--- config.mk ---
export PLATFORM = sky130hd
export DESIGN_NAME = mux_2to1_stream
export DESIGN_NICKNAME = d
export VERILOG_FILES = /design/src/rtl/mux_2to1_stream.sv
export SDC_FILE = /design/constraint.sdc
export NUM_CORES = 1
export LEC_CHECK = 0
export CORE_AREA = 2 2 39 41
export DETAILED_ROUTE_END_ITERATION = 10
export DIE_AREA = 0 0 41 43
export GPL_TIMING_DRIVEN = 1
export PLACE_DENSITY = 0.44
export SLEW_MARGIN = 15
export SYNTH_ARGS = -nofsm -noshare
export SYNTH_HDL_FRONTEND = slang
export SYNTH_SLANG_ARGS = --single-unit
--- constraint.sdc ---
create_clock -name Clk -period 1.35 [get_ports Clk]
set_input_delay 0.2025 -clock Clk [delete_from_list [all_inputs] [get_ports Clk]]
set_output_delay 0.2025 -clock Clk [all_outputs]
set_load 0.03 [all_outputs]
--- src/rtl/mux_2to1_stream.sv ---
// rtl/mux_2to1_stream.sv - round-robin 2:1 valid/ready stream merge with registered output and source tag
module mux_2to1_stream #(
  parameter int DATA_WIDTH = 2
) (
  input  logic                  Clk,
  input  logic                  Rst_n,
  input  logic [DATA_WIDTH-1:0] B,
  input  logic                  B_valid,
  output logic                  B_ready,
  input  logic [DATA_WIDTH-1:0] C,
  input  logic                  C_valid,
  output logic                  C_ready,
  output logic [DATA_WIDTH-1:0] A,
  output logic                  A_valid,
  input  logic                  A_ready,
  output logic                  Select
);

  logic [DATA_WIDTH-1:0] a_q, a_d;
  logic                  a_valid_q, a_valid_d;
  logic                  select_q, select_d;
  // last_q = 1 means the previous grant went to C, so B wins the next tie
  logic                  last_q, last_d;

  logic free;
  logic grant_b;
  logic grant_c;

  // Arbitration and next-state: grants depend only on valids, A_ready and the
  // tie-break bit, never on data, so the ready outputs stay data-independent.
  always_comb begin
    free      = !a_valid_q || A_ready;
    grant_b   = free && B_valid && (!C_valid || last_q);
    grant_c   = free && C_valid && (!B_valid || !last_q);
    a_d       = a_q;
    a_valid_d = a_valid_q;
    select_d  = select_q;
    last_d    = last_q;
    if (free) begin
      if (grant_b) begin
        a_d       = B;
        a_valid_d = 1'b1;
        select_d  = 1'b0;
        last_d    = 1'b0;
      end else if (grant_c) begin
        a_d       = C;
        a_valid_d = 1'b1;
        select_d  = 1'b1;
        last_d    = 1'b1;
      end else begin
        a_valid_d = 1'b0;
      end
    end
  end

  // Output register; async reset drops any pending beat and re-arms B priority
  always_ff @(posedge Clk or negedge Rst_n) begin
    if (!Rst_n) begin
      a_q       <= '0;
      a_valid_q <= 1'b0;
      select_q  <= 1'b0;
      last_q    <= 1'b1;
    end else begin
      a_q       <= a_d;
      a_valid_q <= a_valid_d;
      select_q  <= select_d;
      last_q    <= last_d;
    end
  end

  // Readies are gated by reset so nothing looks accepted while the register is held clear
  always_comb begin
    B_ready = Rst_n && grant_b;
    C_ready = Rst_n && grant_c;
  end

  assign A       = a_q;
  assign A_valid = a_valid_q;
  assign Select  = select_q;

endmodule
==> run metrics, run 1 <==
share of layout cells above drive strength 1=38.2%; Syn Area/Cell=8.76 µm²; first-pass GRT wire length=1.26 mm; Max VDD drop=0.381 mV; nets=65; RSZ-0062 raised after global routing=yes; crit end category=primary output; DRC errors left=0; Setup violations, final=1; Pwr Density=1080 nW/µm²; CTS root buffer=clkbuf_4; Critical Path RT=1.15 ns; Routed WL=666 µm; vias in the first global route=310; ANT nets after route=0; commonest non-fill, non-tap cell in the layout=buf_4; internal reg-to-reg setup slack=0.20 ns; synthesized area=263 µm²; die footprint=1760 µm²; Num CTS Buffers=3; FF-to-FF End=A[0]; met1 Use GR=13.7%; max frequency=718 MHz; Seq cells post-synth=5; failing checks=setup timing; I/O Buffers=14; chip width=41 µm; hold-fix buffers at CTS=0; Post-DP HPWL=561 µm; CP arrival=1.19 ns; Worst Hold Class=input port to asynchronous set/reset pin; worst-case clock buffer depth=2; Worst Tran Pin Value=0.300 ns; max-cap viol count=0; reg2reg path depth=4; final cycle utilization of the critical path=103%; Synth Instances=30; Syn. warnings=0; total track usage=11.5%; worst-path fanout max=4; area of placed instances=473 µm²; TNS Setup=-0.0431 ns; Finished Cell Area=515 µm²; clk slew on worst S/H paths=0.04 ns; met2 Usage GRT=14.1%; Starting Density=19.0%; Slew Viols, Final=0; routability-driven placement congestion ratio=0.691; leakage power=0.000231 µW; minimum clock period=1.39 ns; Starting DRT DRC Count=4; DR vias/cell=4.07; Pre-Repair DR Iteration Count=2; Netlist cell types=15; worst flop-to-flop path startpoint=last_q; Clk Latency, worst-skew pair=0.24 ns; headroom to the max-slew limit=80.1%; num ports=15; met3 Use GR=3.14%; commonest cells after routing, fill and taps aside=buf_4, clkdlybuf4s50_1, dlygate4sd2_1; status=complete, but fails checks; diodes inserted=0; crit start category=register; CTS sink count=5; Avg WL per Cell=9.38 µm; via count=289; largest net degree at the start of global routing=9; syn nets=39; register area share after synthesis=48.1%; clk_skew=0.00176 ns; FP Rows=14; initial antenna violation count=0; remaining global-route overflow=0; htree depth=1; Die H=43 µm; area grow syn2layout=96.2%; core footprint=1380 µm²; CP Class=register to primary output; global routing's busiest layer=met2; crit path setup slack, layout=-0.0431 ns; TritonCTS clock tree=done; Fin. Hold Viols=0
[worst max path at each step]
stage	start	end
floorplan	A_valid	B_ready
global placement	B_valid	B_ready
detailed placement	C_valid	A[1]
CTS	last_q	B_ready
global route	last_q	B_ready
finish	last_q	B_ready
[cell usage after synthesis]
master | number | area share, %
dfrtp_1 | 4 | 38
nand2_1 | 3 | 4.3
nand3_1 | 2 | 3.8
nor3_1 | 1 | 1.9
o21ai_1 | 2 | 3.8
a21oi_1 | 4 | 7.6
nor2_1 | 1 | 1.4
inv_1 | 1 | 1.4
a31oi_1 | 4 | 9.5
nand2b_1 | 3 | 7.1
or2_4 | 1 | 3.3
nor2b_1 | 1 | 2.4
and2_4 | 1 | 3.3
buf_2 | 1 | 1.9
dfstp_2 | 1 | 10
[stage by stage]
step / worst slack [ns] / total power, µW / hold WS, ns / utilization [%] / std cells
6_report: -0.0431 / 556 / 0.289 / 37.3 / 71
3_3_place_gp: -0.0362 / 387 / 0.509 / 34.2 / 66
2_1_floorplan: -0.0874 / 292 / -0.0931 / - / 30
5_1_grt: -0.100 / 595 / 0.297 / 37.3 / 71
4_1_cts: -0.0626 / 553 / 0.268 / 36.0 / 70
3_5_place_dp: -0.0710 / 390 / 0.518 / 34.2 / 66
[critical path, stage by stage (launching register included)]
cell	delay, ns
dfstp_2	0.56
nor2b_2	0.06
nor3_2	0.16
buf_4	0.18
[layer usage]
metal | vias to the layer above | share of wire (%) | wire, µm
met5 | - | 0 | 0
met4 | 0 | 0 | 0
met3 | 0 | 6.5 | 43
met2 | 9 | 53 | 350
met1 | 124 | 41 | 272
li1 | 156 | - | -
[what timing repair did]
| item | CTS | global route |
|---|---|---|
| gates resized for setup | 8 | 2 |
| setup buffers | 0 | 1 |
| endpoints found under the setup margin | 6 | 2 |
| endpoints found under the hold margin | 0 | 0 |
| pin swaps | 0 | 1 |
[cell families after synthesis]
group           count (synthesis)  synth area share (%)
simple gates                   13                  27.6
compound gates                 10                  21.0
flops                           5                  48.1
buf+inv                         2                  3.33
[registers in the layout, summed over array words and instances, names as in the netlist]
| name | cells |
|---|---|
| A | 2 |
| A_valid | 1 |
| Select | 1 |
| last_q | 1 |
[report_power, final]
part           total, µW  leakage (µW)  switching, µW  internal (µW)
sequential           196     0.0000544           17.3            179
combinational        192      0.000161           97.3           94.7
clock                168     0.0000150           56.2            111
total                556      0.000231            171            385
[layout make-up]
class	instances	area, µm²
fill	149	868
timing repair buffer	22	191
multi-input combinational	23	148
sequential	5	126
clock buffer	4	26.3
tap	16	20.0
inverter	1	3.75
(Power assumes the default switching activity.)
==> inputs of run 2 (changes only) <==
==> constraint.sdc (replaced) <==
create_clock -name Clk -period 1.35 [get_ports Clk]
set_input_delay 0.2025 -clock Clk [delete_from_list [all_inputs] [get_ports Clk]]
set_output_delay 0.2025 -clock Clk [all_outputs]
set_load 0.05 [all_outputs]
==> run metrics, run 2 (synthesis results as in run 1) <==
DR vias/cell=4.33 (+6.3%); TritonCTS clock tree=done; Routed WL=688 µm (+3.3%); Fin. Hold Viols=0 (unchanged); share of layout cells above drive strength 1=50.9% (+13 points); Clk Latency, worst-skew pair=0.24 ns (about the same); hold-fix buffers at CTS=0 (unchanged); FP Rows=14 (unchanged); leakage power=0.000273 µW (+18%); commonest non-fill, non-tap cell in the layout=buf_4; htree depth=1 (unchanged); Worst Tran Pin Value=0.173 ns (-0.128 ns); Die H=43 µm (unchanged); Starting DRT DRC Count=3 (-1); Cells after DPL=67 (+1.5%); fillcell total=142 (-4.7%); worst-case clock buffer depth=2 (unchanged); CTS sink count=5 (unchanged); max-cap viol count=0 (unchanged); total track usage=10.4% (-1.1 points); Pre-Repair DR Iteration Count=4 (+2); DRC errors left=0 (unchanged); via count=316 (+9.3%); minimum clock period=1.36 ns (-0.0312 ns); clk slew on worst S/H paths=0.04 ns (about the same); Max VDD drop=0.626 mV (+64%); I/O Buffers=14 (unchanged); RSZ-0062 raised after global routing=yes; Starting Density=19.0% (unchanged); Worst Hold Class=input port to asynchronous set/reset pin; area grow syn2layout=134%; Post-DP HPWL=588 µm (+4.9%); headroom to the max-slew limit=88.4% (+8.4 points); largest net degree at the start of global routing=9 (unchanged); ANT nets after route=0 (unchanged); first-pass GRT wire length=1.21 mm (-4.4%); failing checks=setup timing; Num CTS Buffers=3 (unchanged); die footprint=1760 µm² (unchanged); Critical Path RT=1.15 ns (about the same); remaining global-route overflow=0 (unchanged); CP arrival=1.16 ns (-0.03 ns); chip width=41 µm (unchanged); final cycle utilization of the critical path=101% (-2.3 points); core footprint=1380 µm² (unchanged); CP Cell Sequence=nand2b_4, nand2_4, nor3_4, buf_12; status=complete, but fails checks; nets=67 (+3.1%); routability-driven placement congestion ratio=0.757 (+9.6%); crit path setup slack, layout=-0.0119 ns (+0.0312 ns); Slew Viols, Final=0 (unchanged); Multi-input gate area=166 µm² (+13%); Core Util, Final=44.5% (+7.2 points); Non-Filler Instances=73 (+2.8%); WP buf/inv=1 (unchanged); max frequency=734 MHz (+2.3%); Pwr Density=1080 nW/µm² (+0.29%); commonest cells after routing, fill and taps aside=buf_4, buf_12, clkdlybuf4s50_1; max FFs per register=2 (unchanged); vias in the first global route=305 (-1.6%); worst-path fanout max=2 (-2); diodes inserted=0 (unchanged); CP Class=register to primary output; Max stage delay on crit path=0.41 ns (-0.15 ns); crit end category=primary output; num ports=15 (unchanged); slowest cell on the critical path=dfrtp_2; initial antenna violation count=0 (unchanged); family with the most delay on the worst path=flip-flops; Avg WL per Cell=9.42 µm (+0.47%); clk_skew=0.000969 ns (-0.000792 ns); crit start category=register; FF/Latch Area=128 µm² (+0.99%); Setup violations, final=1 (unchanged); CTS root buffer=clkbuf_4
==> run 2: routing by layer <==
layer | up-vias | global-route usage, % | share of wire, % | wire length (µm)
li1 | 164 | - | - | -
met1 | 140 | 12.8 | 40 | 277
met2 | 12 | 15.3 | 51 | 349
met3 | 0 | 6.28 | 8.7 | 60
met4 | 0 | 2.00 | 0 | 0
met5 | - | 0 | 0 | 0
==> run 2: timing repair <==
item	4_1_cts	5_1_grt
setup endpoints to repair	2	2
gates cloned	0	0
gates resized for setup	4	2
setup buffers	2	0
hold endpoints to repair	0	0
pin swaps	1	2
==> run 2: power breakdown <==
group          switching [µW]  internal [µW]
clock network            55.1            111
registers                24.0            179
logic                     141            154
total                     221            445
==> run 2: worst reg2reg max path, stage by stage (launching register included) <==
cell and delay, ns:
dfstp_2 0.54, buf_4 0.12, nand2b_1 0.15, nand3_1 0.09, a31oi_1 0.17
==> run 2: final timing paths <==
check,to,slack (ns),start,cells past startpoint
worst max register to register,A[0],0.21,last_q,4
worst min-delay path,A[0],0.06,Rst_n,2
worst max-delay path,B_ready,-0.01,A_valid,4
worst min register to register,Select,0.62,Select,2
max in group asynchronous,last_q,1.09,Rst_n,2
min in group Clk,last_q,0.46,B_valid,3
==> run 2: cell type report <==
type / instances / area share, %
clock buffers: 4 / 4.27
inverters: 1 / 0.610
multi-input cells: 23 / 27.0
flip-flops and latches: 5 / 20.7
well taps: 16 / 3.25
repair buffers: 24 / 44.1
==> run 2: metrics by stage <==
| stage | TNS, ns | setup slack (ns) | area [µm²] | power (µW) | hold WS [ns] |
|---|---|---|---|---|---|
| floorplan | -0.136 | -0.136 | 297 | 334 | -0.0931 |
| global placement | -0.315 | -0.151 | 566 | 486 | 0.533 |
| detailed placement | -0.388 | -0.147 | 566 | 488 | 0.536 |
| CTS | -0.0481 | -0.0481 | 611 | 673 | 0.0612 |
| global route | -0.0823 | -0.0823 | 616 | 715 | 0.0626 |
| finish | -0.0119 | -0.0119 | 616 | 666 | 0.0623 |
==> inputs of run 3 (changes only) <==
- PLACE_DENSITY: 0.44 -> 0.52
==> run metrics, run 3 (synthesis results as in run 1) <==
routability-driven placement congestion ratio=0.749 (-1.1%); commonest cells after routing, fill and taps aside=buf_4, buf_12, clkdlybuf4s50_1; CTS sink count=5 (unchanged); CTS root buffer=clkbuf_4; crit path setup slack, layout=-0.0776 ns (-0.0657 ns); worst-case clock buffer depth=2 (unchanged); CP arrival=1.23 ns (+0.07 ns); Internal=444 µW (-0.21%); Fin. Hold Viols=4 (+4); I/O Buffers=14 (unchanged); remaining global-route overflow=0 (unchanged); initial antenna violation count=0 (unchanged); Clk Latency, worst-skew pair=0.24 ns (about the same); TNS Setup=-0.0776 ns (-0.0657 ns); Core Util, Final=44.1% (-0.36 points); FF-to-FF End=A[0]; hold-fix buffers at CTS=0 (unchanged); DRC errors left=0 (unchanged); Die H=43 µm (unchanged); core footprint=1380 µm² (unchanged); worst-path fanout max=2 (unchanged); wl on met1=316 µm (+14%); diodes inserted=0 (unchanged); Critical Path RT=1.15 ns (about the same); Pre-Repair DR Iteration Count=2 (-2); leakage power=0.000280 µW (+2.5%); sw frac=34.5% (+1.4 points); Non-Filler Instances=71 (-2.7%); internal reg-to-reg setup slack=0.17 ns (-0.04 ns); worst flop-to-flop path startpoint=last_q; CP Class=register to primary output; clk slew on worst S/H paths=0.04 ns (about the same); max frequency=700 MHz (-4.6%); sw power=234 µW (+6.2%); RSZ-0062 raised after global routing=yes; crit end category=primary output; area grow syn2layout=132%; Starting Density=19.0% (unchanged); htree depth=1 (unchanged); clk_skew=0.000575 ns (-0.000394 ns); Max Used Layer=met4; Max VDD drop=0.522 mV (-17%); Reg power frac=30.5% (about the same); met3 wire len=59 µm (-1.7%); Pwr Density=1110 nW/µm² (+2.7%); die footprint=1760 µm² (unchanged); Fin Hold WS=-0.00906 ns (-0.0714 ns); total track usage=11.5% (+1.1 points); final cycle utilization of the critical path=106% (+4.9 points); num ports=15 (unchanged); Worst Hold Class=input port to asynchronous set/reset pin; first-pass GRT wire length=1.29 mm (+6.9%); commonest non-fill, non-tap cell in the layout=buf_4; nets=65 (-3.0%); Num CTS Buffers=3 (unchanged); FP Rows=14 (unchanged); minimum clock period=1.43 ns (+0.0657 ns); chip width=41 µm (unchanged); headroom to the max-slew limit=84.9% (-3.6 points); Routed WL=799 µm (+16%); Slew Viols, Final=0 (unchanged); Crit. Startpoint=A_valid; Setup violations, final=1 (unchanged); crit start category=register; Cells after DPL=66 (-1.5%); fillcell total=144 (+1.4%); Worst Tran Pin Value=0.227 ns (+0.0543 ns); DR WL met2=417 µm (+19%); Worst Setup EP=B_ready; share of layout cells above drive strength 1=50.9% (about the same); reg2reg path depth=4 (unchanged); max-cap viol count=0 (unchanged); DR vias/cell=4.31 (-0.44%); TritonCTS clock tree=done; Clock power frac=26.1% (+1.1 points); vias in the first global route=297 (-2.6%); Avg WL per Cell=11.3 µm (+19%); ANT nets after route=0 (unchanged); Post-DP HPWL=628 µm (+6.7%); failing checks=hold timing, setup timing; Starting DRT DRC Count=1 (-2); via count=306 (-3.2%); largest net degree at the start of global routing=9 (unchanged); DP Worst Slack=-0.202 ns (-0.0545 ns); status=complete, but fails checks; Logic pwr share=43.4% (-1.0 points); max FFs per register=2 (unchanged)
[run 3: worst min path at each step]
stage / startpoint / endpoint / slack [ns] / cells after the start
2_1_floorplan: Rst_n / A[0] / -0.09 / 0
3_3_place_gp: last_q / last_q / 0.53 / 2
3_5_place_dp: last_q / last_q / 0.54 / 1
4_1_cts: Rst_n / Select / 0.37 / 2
5_1_grt: Rst_n / Select / 0.006 / 2
6_report: Rst_n / A[1] / -0.009 / 2
[run 3: cell type report]
type | instances | area [µm²] | area share, %
clock buffers | 4 | 26.3 | 4.30
flip-flops and latches | 5 | 128 | 20.9
multi-input cells | 23 | 169 | 27.7
repair buffers | 22 | 264 | 43.2
inverters | 1 | 3.75 | 0.615
well taps | 16 | 20.0 | 3.28
[run 3: critical path, stage by stage, from the launching register on]
cell and delay, ns:
dfrtp_2 0.43, nand2b_4 0.10, nand2_4 0.07, nor3_4 0.22, buf_12 0.17
[run 3: routing by layer]
| metal | track usage, % | up-vias |
|---|---|---|
| met2 | 16.9 | 11 |
| li1 | - | 155 |
| met5 | 0 | - |
| met3 | 5.24 | 2 |
| met1 | 13.3 | 138 |
| met4 | 6.00 | 0 |
[run 3: power groups by stage]
stage / logic, µW / registers [µW] / clock network, µW
2_1_floorplan: 79.9 / 254 / 0
5_1_grt: 310 / 209 / 189
3_5_place_dp: 278 / 207 / 0
6_report: 295 / 207 / 177
4_1_cts: 294 / 204 / 184
3_3_place_gp: 276 / 207 / 0
[run 3: what timing repair did]
item,CTS,global route
resized for setup,4,4
setup endpoints to repair,2,2
buffers inserted,1,0
pin swaps,1,3
gates cloned,0,0
[run 3: stage by stage]
| stage | cell area [µm²] | total power, µW |
|---|---|---|
| after floorplan | 297 | 334 |
| after detailed placement | 558 | 485 |
| after global routing | 611 | 708 |
| final | 611 | 678 |
| after CTS | 601 | 682 |
| after global placement | 558 | 484 |
